### src/rtl/cdc_handshake_tx.sv
// cdc_handshake_tx: source side of a toggle req/ack handshake. A word accepted on
// the valid/ready port is held on tx_data, tx_req toggles one cycle later, and the
// block waits for the destination's ack toggle (synchronized here) to match tx_req.
//
// state    | meaning
// IDLE     | ready for a new word (s_ready high)
// SETUP    | word registered on tx_data; tx_req toggles at the next edge
// WAIT_ACK | request launched; waiting for synchronized ack to equal tx_req
module cdc_handshake_tx #(
  parameter int WIDTH       = 32,
  parameter int SYNC_STAGES = 2
) (
  input  logic             clk,
  input  logic             reset,
  input  logic             s_valid,
  output logic             s_ready,
  input  logic [WIDTH-1:0] s_data,
  output logic [WIDTH-1:0] tx_data,
  output logic             tx_req,
  input  logic             rx_ack,
  output logic             busy,
  output logic             done
);

  typedef enum logic [1:0] {
    IDLE     = 2'd0,
    SETUP    = 2'd1,
    WAIT_ACK = 2'd2
  } state_t;

  state_t                 state;
  state_t                 state_nxt;
  logic [SYNC_STAGES-1:0] ack_sync;
  logic                   ack_s;
  logic                   accept;
  logic                   launch;
  logic                   ack_seen;

  // Ack synchronizer: rx_ack feeds the first flop directly, no logic in front of it.
  always_ff @(posedge clk or posedge reset) begin
    if (reset) ack_sync <= '0;
    else       ack_sync <= {ack_sync[SYNC_STAGES-2:0], rx_ack};
  end

  assign ack_s = ack_sync[SYNC_STAGES-1];

  // State register.
  always_ff @(posedge clk or posedge reset) begin
    if (reset) state <= IDLE;
    else       state <= state_nxt;
  end

  // Next-state decode plus the handshake strobes used by the datapath.
  always_comb begin
    state_nxt = state;
    s_ready   = 1'b0;
    busy      = 1'b0;
    accept    = 1'b0;
    launch    = 1'b0;
    ack_seen  = 1'b0;
    case (state)
      IDLE: begin
        s_ready = 1'b1;
        if (s_valid) begin
          accept    = 1'b1;
          state_nxt = SETUP;
        end
      end
      SETUP: begin
        busy      = 1'b1;
        launch    = 1'b1;
        state_nxt = WAIT_ACK;
      end
      WAIT_ACK: begin
        busy = 1'b1;
        if (ack_s == tx_req) begin
          ack_seen  = 1'b1;
          state_nxt = IDLE;
        end
      end
      default: state_nxt = IDLE;
    endcase
  end

  // Payload, request toggle and done pulse; tx_data/tx_req only move on accept/launch.
  always_ff @(posedge clk or posedge reset) begin
    if (reset) begin
      tx_data <= '0;
      tx_req  <= 1'b0;
      done    <= 1'b0;
    end else begin
      done <= ack_seen;
      if (accept) tx_data <= s_data;
      if (launch) tx_req  <= ~tx_req;
    end
  end

endmodule

### config.mk
export PLATFORM = sky130hd
export DESIGN_NAME = cdc_handshake_tx
export DESIGN_NICKNAME = d
export VERILOG_FILES = /design/src/rtl/cdc_handshake_tx.sv
export SDC_FILE = /design/constraint.sdc
export NUM_CORES = 1
export LEC_CHECK = 0
export CAP_MARGIN = 20
export CORE_ASPECT_RATIO = 1.5
export CORE_MARGIN = 5
export CORE_UTILIZATION = 40
export CTS_CLUSTER_DIAMETER = 200
export DETAILED_ROUTE_END_ITERATION = 8
export PLACE_DENSITY_LB_ADDON = 0.15
export RECOVER_POWER = 25
export REMOVE_ABC_BUFFERS = 1
export SLEW_MARGIN = 40
export SYNTH_ARGS = -nofsm -noshare
export SYNTH_HDL_FRONTEND = slang
export SYNTH_SLANG_ARGS = --single-unit
### constraint.sdc
create_clock -name clk -period 1.9 [get_ports clk]
set_input_delay 0.475 -clock clk [delete_from_list [all_inputs] [get_ports clk]]
set_output_delay 0.475 -clock clk [all_outputs]
set_load 0.02 [all_outputs]
==> flow_metrics.env <==
export IMPL_initial_core_util_pct=40.71
export IMPL_io_buffers=71
export IMPL_avgSynthCellArea_um2=16.17
export IMPL_p_leak_nw=1.019
export IMPL_netlist_area_um2=1471
export IMPL_drt_iter0_drc=14
export IMPL_die_w_um=59.52
export IMPL_die_h_um=84.28
export IMPL_yosysTopAreaCell="dfrtp_1"
export IMPL_drive_gt1_share_pct=26.32
export IMPL_drc=0
export IMPL_cpPeakStageDelay_ns=0.38
export IMPL_synth_seq_cells=38
export IMPL_via_per_inst=4.766
export IMPL_cp_slowest_cell="dfrtp_1"
export IMPL_num_fill_cells=296
export IMPL_synth_top_area_share_pct=64.63
export IMPL_areaGrowthSynthToFinish_pct=60.97
export IMPL_wl_per_cell_um=15.55
export IMPL_cap_violations=0
export IMPL_synthCells=91
export IMPL_cts_tree="yes"
export IMPL_diodes=0
export IMPL_synth_distinct_cells=15
export IMPL_die_area_um2=5016
export IMPL_period_share_pct=96.91
export IMPL_ys_seq_area_share_pct=64.63
export IMPL_placed_cell_area_um2=2256
export IMPL_max_slew_margin_rel_pct=38.67
export IMPL_ir_worst_vdd_mv=1.144
export IMPL_min_path_type="reg -> reg"
export IMPL_clock_sinks=38
export IMPL_status="finished clean"
export IMPL_coreArea_um2=3615
export IMPL_synth_area_top_cells="dfrtp_1 (65%), mux2_2 (23%), ha_1 (3.4%), mux2_1 (1.5%), xor2_2 (1.1%)"
export IMPL_dp_hpwl_um=2549
export IMPL_ant_nets=0
export IMPL_grt_pass1_vias=1183
export IMPL_setup_viol=0
export IMPL_nNetsFinal=210
export IMPL_cp_max_fo=3
export IMPL_rsz0062_at_grt="false"
export IMPL_max_freq_ghz=0.5431
export IMPL_top_level_ports=72
export IMPL_place_gp_congestion=0.8711
export IMPL_yosysWarnings=0
export IMPL_fin_crit_ns=1.841
export IMPL_critPathArrivalTime_ns=1.37
export IMPL_cts_buffer_depth=2
export IMPL_grt_first_pass_wirelength_um=5492
export IMPL_power_density_nw_per_um2=1781
export IMPL_ctsHoldBuffers=0
export IMPL_drv_slew=0
export IMPL_antenna_found_initial=0
export IMPL_overflow=0
export IMPL_endpoint_kind="output port"
export IMPL_route_vias_total=1020
export IMPL_insertion_delay_ns=0.28
export IMPL_design_area_um2=2369
export IMPL_setup_slack_ns=0.05864
export IMPL_worstSetupPathType="reg -> out"
export IMPL_path_clk_slew_ns=0.08
export IMPL_num_rows=27
export IMPL_cts_buffers=5
export IMPL_worstPathCellList="inv_1 > ha_1 > dlygate4sd2_1"
export IMPL_grt_usage_pct=14.45
export IMPL_post_place_ws_ns=0.06004
export IMPL_clockRootBuffer="clkbuf_8"
export IMPL_worst_pin_slew_ns=0.9200
export IMPL_firstDrtPassIters=4
export IMPL_critPathRequiredTime_ns=1.42
export IMPL_hold_viol=0
export IMPL_cp_start_kind="flip-flop"
export IMPL_grt_max_degree=39
export IMPL_wl_um=3328
export IMPL_cts_max_level=2
export IMPL_skew_ns=0.005171
state kept, by name (all words and copies together), names as in the netlist:
signal    flops
tx_data      32
ack_sync      2
state         2
done          1
tx_req        1
metrics by stage:
step	instances	setup TNS (ns)	hold slack [ns]	utilization [%]	total power, mW
2_1_floorplan	88	-3.336	0.3312	-	2.531
3_5_place_dp	205	0	0.3362	62.41	3.613
5_1_grt	214	0	0.3756	65.52	4.456
6_report	214	0	0.3570	65.52	4.218
4_1_cts	213	0	0.3585	65.35	4.263
3_3_place_gp	205	0	0.3338	62.41	3.530
placed cells by master (no fill, tap or decap), types with 2 or more instances in the layout:
master           netlist  final
nor2_1                 2      2
dfrtp_1               38     38
clkdlybuf4s50_1        0     67
mux2_1                 2      2
clkbuf_8               0      5
mux2_2                30     30
dlygate4sd3_1          0      2
clkinv_2               0      2
ha_1                   4      4
inv_1                  4      4
cell families (layout without fill, tap and decap cells):
logic type	after synthesis	count (layout)	share of synthesized area [%]
multiplexers	33	33	25.51
buffers and inverters	7	87	2.040
AND/OR/NAND/NOR	4	4	1.191
adder cells (fa/ha/maj)	4	4	3.401
flip-flops	38	38	64.63
AO/OA/AOI/OAI	3	3	1.531
XOR/XNOR	2	2	1.701
worst max-delay path: cells and delay by family, from the launching register on:
kind | cells | cell delay, ns
adder cells (fa/ha/maj) | 1 | 0.30
buffers and inverters | 2 | 0.41
flip-flops | 1 | 0.38
Yosys cell counts (all sizes together):
cell / count
dfrtp: 38
mux2: 33
ha: 4
inv: 4
buf: 3
a21oi: 2
nor2: 2
xor2: 2
a311oi: 1
nand2: 1
nor2b: 1
routing by layer:
metal  routed length (um)  track usage [%]
met1                 1126            14.75
met2                 1930            25.47
met3                  250            6.308
met4                   21            4.839
met5                    0                0
what timing repair did:
action | CTS | global route
gates resized for setup | 2 | 1
setup endpoints to repair | 2 | 2
setup buffers | 0 | 1
pin swaps | 0 | 0
layout make-up:
type | count | area (um^2) | area share (%)
flip-flops and latches | 38 | 950.9 | 40.15
well taps | 43 | 53.80 | 2.272
repair buffers | 75 | 749.5 | 31.64
clock inverters | 3 | 40.04 | 1.690
inverters | 4 | 15.01 | 0.6339
multi-input cells | 46 | 490.5 | 20.71
clock buffers | 5 | 68.82 | 2.905
worst paths after layout:
path / startpoint / endpoint / slack (ns) / cells past startpoint
min: ack_sync[0]$_DFF_PP0_ / ack_sync[1]$_DFF_PP0_ / 0.36 / 0
max reg2reg: state[0]$_DFFE_PP0P_ / tx_data[23]$_DFFE_PP0P_ / 0.36 / 5
max: state[0]$_DFFE_PP0P_ / busy / 0.06 / 3
min in group asynchronous: reset / tx_data[4]$_DFFE_PP0P_ / 0.92 / 3
max in group asynchronous: reset / tx_data[28]$_DFFE_PP0P_ / 0.41 / 3
min reg2reg: ack_sync[0]$_DFF_PP0_ / ack_sync[1]$_DFF_PP0_ / 0.36 / 0
power breakdown:
part | switching, mW | internal, mW | leakage [nW]
Clock | 0.268 | 0.386 | 0.0579
Combinational | 1.00 | 1.16 | 0.511
Sequential | 0.206 | 1.20 | 0.450
Total | 1.47 | 2.74 | 1.02
Power figures use the tool's default switching activity.
